<file path="src/rtl/mem_responder.sv">
// mem_responder: memory-side bus responder for the core's 24-bit word address,
// 16-bit data synchronous bus. Each cycle's Address is decoded to the block
// RAM, a small bank of memory-mapped registers, or unmapped space. Read data
// always appears one cycle after the address, for every target.
//
// Ports:
//   clk          system clock, rising-edge registers
//   rst_n        asynchronous active-low reset
//   Address      core word address (valid every cycle)
//   WriteData    core write data
//   WriteEnable  core write strobe for the current cycle
//   ReadData     read data, valid the cycle after Address
//   RamAddr      RAM port A address (Address[14:0])
//   RamWe        RAM port A write enable (combinational, 0 in reset)
//   RamDin       RAM port A write data (WriteData)
//   RamDout      RAM port A read data (one-cycle latency)
//   LedOut       LED register contents
//   BusError     one-cycle pulse, aligned with ReadData, for an unmapped or
//                protected access
//
// Configuration macro: MEM_RESP_WPROT_EN -- when defined, RAM words
// 0x000000-0x0000FF are write-protected (write dropped, BusError raised,
// address captured).
//
// MMIO map (word addresses):
//   0x800000 LED (rw), 0x800001 TimerLo (r, write clears timer),
//   0x800002 TimerHi snapshot (r), 0x800003 Scratch (rw),
//   0x800004 ErrStatus ({addr[23:16], 7'b0, flag}, write 1 to bit0 clears),
//   0x800005 ErrAddrLo (r)

module mem_responder (
  input  logic        clk,
  input  logic        rst_n,
  input  logic [23:0] Address,
  input  logic [15:0] WriteData,
  input  logic        WriteEnable,
  output logic [15:0] ReadData,
  output logic [14:0] RamAddr,
  output logic        RamWe,
  output logic [15:0] RamDin,
  input  logic [15:0] RamDout,
  output logic [15:0] LedOut,
  output logic        BusError
);

  typedef enum logic [1:0] {
    SEL_UNMAP = 2'd0,
    SEL_RAM   = 2'd1,
    SEL_MMIO  = 2'd2
  } selT;

  selT         sel_r;
  logic [15:0] mmioRead_r;
  logic [15:0] led_r;
  logic [15:0] scratch_r;
  logic [31:0] timer_r;
  logic [15:0] timerSnap_r;
  logic        errFlag_r;
  logic [7:0]  errAddrHi_r;
  logic [15:0] errAddrLo_r;
  logic        busErr_r;

  logic        ramHit_s;
  logic        mmioHit_s;
  logic        protErr_s;
  logic        errHit_s;
  logic [15:0] mmioRdVal_s;
  logic        wrLed_s;
  logic        wrTimerLo_s;
  logic        rdTimerLo_s;
  logic        wrScratch_s;
  logic        wrErrStat_s;

  // Address decode
  assign ramHit_s  = (Address[23:15] == 9'd0);
  assign mmioHit_s = (Address[23:3] == 21'h100000) && (Address[2:0] <= 3'd5);

`ifdef MEM_RESP_WPROT_EN
  // Boot region writes are refused and reported as errors.
  assign protErr_s = WriteEnable & (Address[23:8] == 16'd0);
`else
  assign protErr_s = 1'b0;
`endif

  assign errHit_s = (~ramHit_s & ~mmioHit_s) | protErr_s;

  assign wrLed_s     = WriteEnable & mmioHit_s & (Address[2:0] == 3'd0);
  assign wrTimerLo_s = WriteEnable & mmioHit_s & (Address[2:0] == 3'd1);
  assign rdTimerLo_s = ~WriteEnable & mmioHit_s & (Address[2:0] == 3'd1);
  assign wrScratch_s = WriteEnable & mmioHit_s & (Address[2:0] == 3'd3);
  assign wrErrStat_s = WriteEnable & mmioHit_s & (Address[2:0] == 3'd4);

  // RAM port A: address and data pass straight through, write gated by decode
  assign RamAddr = Address[14:0];
  assign RamDin  = WriteData;
  assign RamWe   = rst_n & WriteEnable & ramHit_s & ~protErr_s;

  assign LedOut   = led_r;
  assign BusError = busErr_r;

  // MMIO read value from current (pre-write) register contents
  always_comb begin
    mmioRdVal_s = 16'h0000;
    case (Address[2:0])
      3'd0:    mmioRdVal_s = led_r;
      3'd1:    mmioRdVal_s = timer_r[15:0];
      3'd2:    mmioRdVal_s = timerSnap_r;
      3'd3:    mmioRdVal_s = scratch_r;
      3'd4:    mmioRdVal_s = {errAddrHi_r, 7'd0, errFlag_r};
      3'd5:    mmioRdVal_s = errAddrLo_r;
      default: mmioRdVal_s = 16'h0000;
    endcase
  end

  // Read-data select, registered to line up with the RAM's one-cycle latency
  always_ff @(posedge clk or negedge rst_n) begin
    if (!rst_n) begin
      sel_r      <= SEL_UNMAP;
      mmioRead_r <= 16'h0000;
      busErr_r   <= 1'b0;
    end else begin
      busErr_r <= errHit_s;
      if (mmioHit_s) begin
        mmioRead_r <= mmioRdVal_s;
      end else begin
        mmioRead_r <= mmioRead_r;
      end
      if (ramHit_s) begin
        sel_r <= SEL_RAM;
      end else if (mmioHit_s) begin
        sel_r <= SEL_MMIO;
      end else begin
        sel_r <= SEL_UNMAP;
      end
    end
  end

  // Read-data output mux
  always_comb begin
    ReadData = 16'h0000;
    case (sel_r)
      SEL_RAM:   ReadData = RamDout;
      SEL_MMIO:  ReadData = mmioRead_r;
      SEL_UNMAP: ReadData = 16'h0000;
      default:   ReadData = 16'h0000;
    endcase
  end

  // LED and scratch registers
  always_ff @(posedge clk or negedge rst_n) begin
    if (!rst_n) begin
      led_r     <= 16'h0000;
      scratch_r <= 16'h0000;
    end else begin
      if (wrLed_s)     led_r     <= WriteData;
      if (wrScratch_s) scratch_r <= WriteData;
    end
  end

  // Free-running timer; a TimerLo read snapshots the upper half so a
  // following TimerHi read is coherent with the low half already returned.
  always_ff @(posedge clk or negedge rst_n) begin
    if (!rst_n) begin
      timer_r     <= 32'd0;
      timerSnap_r <= 16'h0000;
    end else begin
      if (wrTimerLo_s) begin
        timer_r <= 32'd0;
      end else begin
        timer_r <= timer_r + 32'd1;
      end
      if (rdTimerLo_s) begin
        timerSnap_r <= timer_r[31:16];
      end else begin
        timerSnap_r <= timerSnap_r;
      end
    end
  end

  // Error capture: the first error after the flag is cleared wins; a new
  // error outranks a simultaneous write-1-clear.
  always_ff @(posedge clk or negedge rst_n) begin
    if (!rst_n) begin
      errFlag_r   <= 1'b0;
      errAddrHi_r <= 8'h00;
      errAddrLo_r <= 16'h0000;
    end else if (errHit_s) begin
      if (!errFlag_r) begin
        errFlag_r   <= 1'b1;
        errAddrHi_r <= Address[23:16];
        errAddrLo_r <= Address[15:0];
      end
    end else if (wrErrStat_s && WriteData[0]) begin
      errFlag_r <= 1'b0;
    end
  end

endmodule

</file>
<file path="config.mk">
export PLATFORM = sky130hd
export DESIGN_NAME = mem_responder
export DESIGN_NICKNAME = d
export VERILOG_FILES = /design/src/rtl/mem_responder.sv
export SDC_FILE = /design/constraint.sdc
export NUM_CORES = 1
export LEC_CHECK = 0
export ABC_CLOCK_PERIOD_IN_PS = 1920
export CAP_MARGIN = 20
export CORE_ASPECT_RATIO = 2
export CORE_UTILIZATION = 49
export CTS_BUF_LIST = sky130_fd_sc_hd__clkbuf_8
export CTS_CLUSTER_SIZE = 30
export DETAILED_ROUTE_END_ITERATION = 6
export PLACE_DENSITY = 0.77
export SYNTH_ARGS = -nofsm -noshare
export SYNTH_HDL_FRONTEND = slang
export SYNTH_SLANG_ARGS = --single-unit
</file>
<file path="constraint.sdc">
create_clock -name clk -period 1.92 [get_ports clk]
set_input_delay 0.384 -clock clk [delete_from_list [all_inputs] [get_ports clk]]
set_output_delay 0.384 -clock clk [all_outputs]
set_load 0.005 [all_outputs]
</file>
==> flow_summary_export.csv <==
group,metric,value,unit
floorplan,ios,124,
clock_network,clkTransAtPathRegs,0.08,ns
run,cap_viol_max_count,0,
route,ant_nets,0,
global_route,grtUsageTotal,30.3,%
setup_path,path_buf_inv,4,
synthesis,ys_async_sr_fraction,100,%
setup_path,r2r_slack,-0.11,ns
pwr,pwr-share-comb,8.9,%
layout,stdcell_count,900,
clock_network,cts_made_buffers,17,
setup_path,required,1.54,ns
pwr,p_leak,4.09,nW
pwr,internal-power,4.25,mW
layout,design_area,9230,um^2
floorplan,die_y,164,um
sta,timing.fmax,479,MHz
synthesis,synth_fp_nets,609,
sta,drv_slew,0,
route,met3_length,852,um
global_route,grt_pass1_wl,29.5,mm
clock_network,clk_latency,0.45,ns
floorplan,start_util,50.6,%
pwr,p_sw_share,24.8,%
synthesis,synth_mux_area_share,21.9,%
route,wire_per_inst,21.7,um
synthesis,synth_fa_ha_area_share,0.587,%
clock_network,holdBufCountCts,0,
floorplan,core_area,12600,um^2
global_route,grt_max_degree,125,
pwr,p_seq_share,47.0,%
synthesis,synth-simple-area-share,11.6,%
sta,tns,-2.47,ns
clock_network,cts_root_buffer,"clkbuf_8",
synthesis,ys_warn_count,0,
global_route,first_global_vias,5657,
synthesis,synth-compound-area-share,8.20,%
route,dr_wl_met2,10.9,mm
global_route,overflow,0,
pwr,power_density,611,nW/um^2
placed_design,dp_hpwl,13.2,mm
synthesis,synth_edf_count,0,
setup_path,cpMostUsedCell,"buf_6",
route,route.detailed.drc,0,
sta,hold_slack,0.0584,ns
sta,hold_viol_final,0,
pwr,switchingPower,1.40,mW
synthesis,synthFlopType,"dfrtp_1",
synthesis,synth_xor_area_share,1.64,%
sta,fin_crit_sh,109,%
setup_path,path_class,"flop to output pin",
layout,drive_gt1_share,46.0,%
sta,max_slew_margin,54.5,%
route,highest_layer,"met4",
clock_network,cts_tree,"done",
route,avgViaCountPerCell,5.90,
sta,tightest_slew,0.683,ns
floorplan,rows,58,
placed_design,dp_slack,-0.648,ns
setup_path,worstPathArrival,1.70,ns
synthesis,yosysSeqAreaShare,48.5,%
hold_path,hp-class,"primary input to asynchronous set/reset pin",
setup_path,crit_family,"buffers and inverters",
placed_design,place_area,8210,um^2
sta,min_period,2.09,ns
synthesis,synth_area_per_cell,11.7,um^2
synthesis,synth_cells,547,
placed_design,portBuffers,123,
clock_network,clockBufferDepth,2,
clock_network,clkSinkCount,124,
pwr,p_clk_share,44.1,%
layout,utilization,73.1,%
sta,finClkSkew,0.00843,ns
route,first_iter_violations,246,
synthesis,ys_types,45,
layout,area_growth,44.4,%
layout,final_nets,799,
synthesis,netlist_area,6390,um^2
route,wl,19.6,mm
global_route,antenna_found_initial,0,
route,firstDrtPassIters,4,
floorplan,dieArea,13500,um^2
floorplan,chipWidth,82.8,um
setup_path,end_kind,"output pin",
pwr,ir_worst_vdd,0.600,mV
status,violations,"setup timing",
synthesis,synth_top_family_by_area,"multiplexers",
status,status,"finished with violations",
setup_path,worstPathCellList,"buf_6 -> ha_4 -> buf_8 -> buf_6 -> a22oi_2 -> nor2_1 -> buf_2",
clock_network,h-tree-depth,4,
route,wl_met1,6.41,mm
layout,n_fill_cell,863,
layout,diodes,0,
pwr,finalPower,5.64,mW
placed_design,dp.cells,837,
setup_path,slowest_stage,"dfrtp_1",
sta,rsz0062_at_grt,"true",
sta,finalWorstSetupSlack,-0.168,ns
setup_path,critPathLaunchType,"flop",
setup_path,max_stage_delay,0.40,ns
setup_path,critPathMaxFanout,6,
route,dr_total_vias,5307,
synthesis,ys_ff_latch,124,
sta,setup_viol,34,
placed_design,gp_routability_congestion,0.898,
## sequential cells by signal, summed over array words and instances, names as in the netlist
signal,count
errAddrHi_r,8
sel_r,2
LedOut,16
BusError,1
timerSnap_r,16
mmioRead_r,16
timer_r,32
errFlag_r,1
scratch_r,16
errAddrLo_r,16
## layer usage
metal | vias to the layer above | track usage (%)
met3 | 85 | 6.20
met2 | 194 | 52.9
met4 | 0 | 21.8
met5 | - | 0
met1 | 2679 | 30.5
li1 | 2349 | -
## synthesized netlist by cell type, types with 11 or more instances
cell	instances	area, um^2
mux2i_1	11	110
nand2_1	26	97.6
inv_1	19	71.3
o31ai_1	11	82.6
a21oi_1	19	95.1
clkbuf_1	12	45.0
nor2_1	34	128
mux2_2	94	1060
o21ai_0	12	60.1
buf_4	32	240
or4_1	14	105
a22oi_1	20	150
dfrtp_1	124	3100
## final cells by class
class	count	area, um^2	share of cell area (%)
Clock buffer	18	248	2.68
Clock inverter	14	181	1.97
Inverter	19	71.3	0.773
Multi-Input combinational cell	342	3220	34.8
Sequential cell	124	3100	33.6
Tap cell	150	188	2.03
Timing Repair Buffer	233	2220	24.1
## path summary, 6_finish.rpt
kind / from / end / cells after the start
max reg2reg: timer_r[0]$_DFF_PN0_ / timer_r[20]$_DFF_PN0_ / 6
min reg2reg: errAddrLo_r[1]$_DFFE_PN0P_ / errAddrLo_r[1]$_DFFE_PN0P_ / 1
max: sel_r[0]$_DFF_PN0_ / ReadData[10] / 7
min: rst_n / scratch_r[5]$_DFFE_PN0P_ / 2
max in group asynchronous: rst_n / timer_r[3]$_DFF_PN0_ / 2
min in group clk: Address[16] / errAddrHi_r[0]$_DFFE_PN0P_ / 2
## layout by cell type (no fill, tap or decap), drive strengths merged, types with 4 or more instances in the layout
cell / netlist / final
dfrtp: 124 / 124
buf: 49 / 124
mux2: 94 / 94
clkdlybuf4s50: 0 / 80
nor2: 35 / 35
nand2: 26 / 26
inv: 19 / 25
clkbuf: 13 / 24
a22oi: 20 / 20
a21oi: 19 / 19
dlygate4sd2: 0 / 18
or4: 14 / 14
o21ai: 13 / 13
mux2i: 11 / 11
o31ai: 11 / 11
mux4: 10 / 10
xnor2: 9 / 9
o22ai: 9 / 9
nand3: 9 / 9
nand4: 8 / 8
or3: 7 / 7
nor4: 7 / 7
nor3: 6 / 6
clkinvlp: 0 / 4
and3: 4 / 4
## cells by family (layout without fill, tap and decap cells)
logic type	count (synthesis)	count (layout)
AND/OR/NAND/NOR	131	131
flip-flops	124	124
multiplexers	115	115
AO/OA/AOI/OAI	81	81
buffers and inverters	81	284
XOR/XNOR	12	12
adder cells (fa/ha/maj)	3	3
## repair_timing
item | in CTS | in global routing
gates cloned | 3 | 1
resized for setup | 145 | 47
endpoints found under the hold margin | 0 | 0
pin swaps | 43 | 44
endpoints found under the setup margin | 125 | 49
buffers inserted | 21 | 8
## power by group through the flow
| stage | sequential, mW | combinational (mW) | clock [mW] |
|---|---|---|---|
| after floorplan | 2.70 | 0.179 | 0 |
| after detailed placement | 2.70 | 0.508 | 0 |
| after global routing | 2.65 | 0.540 | 2.63 |
| after global placement | 2.70 | 0.502 | 0 |
| final | 2.65 | 0.505 | 2.49 |
| after CTS | 2.65 | 0.503 | 2.51 |
(Power assumes the default switching activity.)
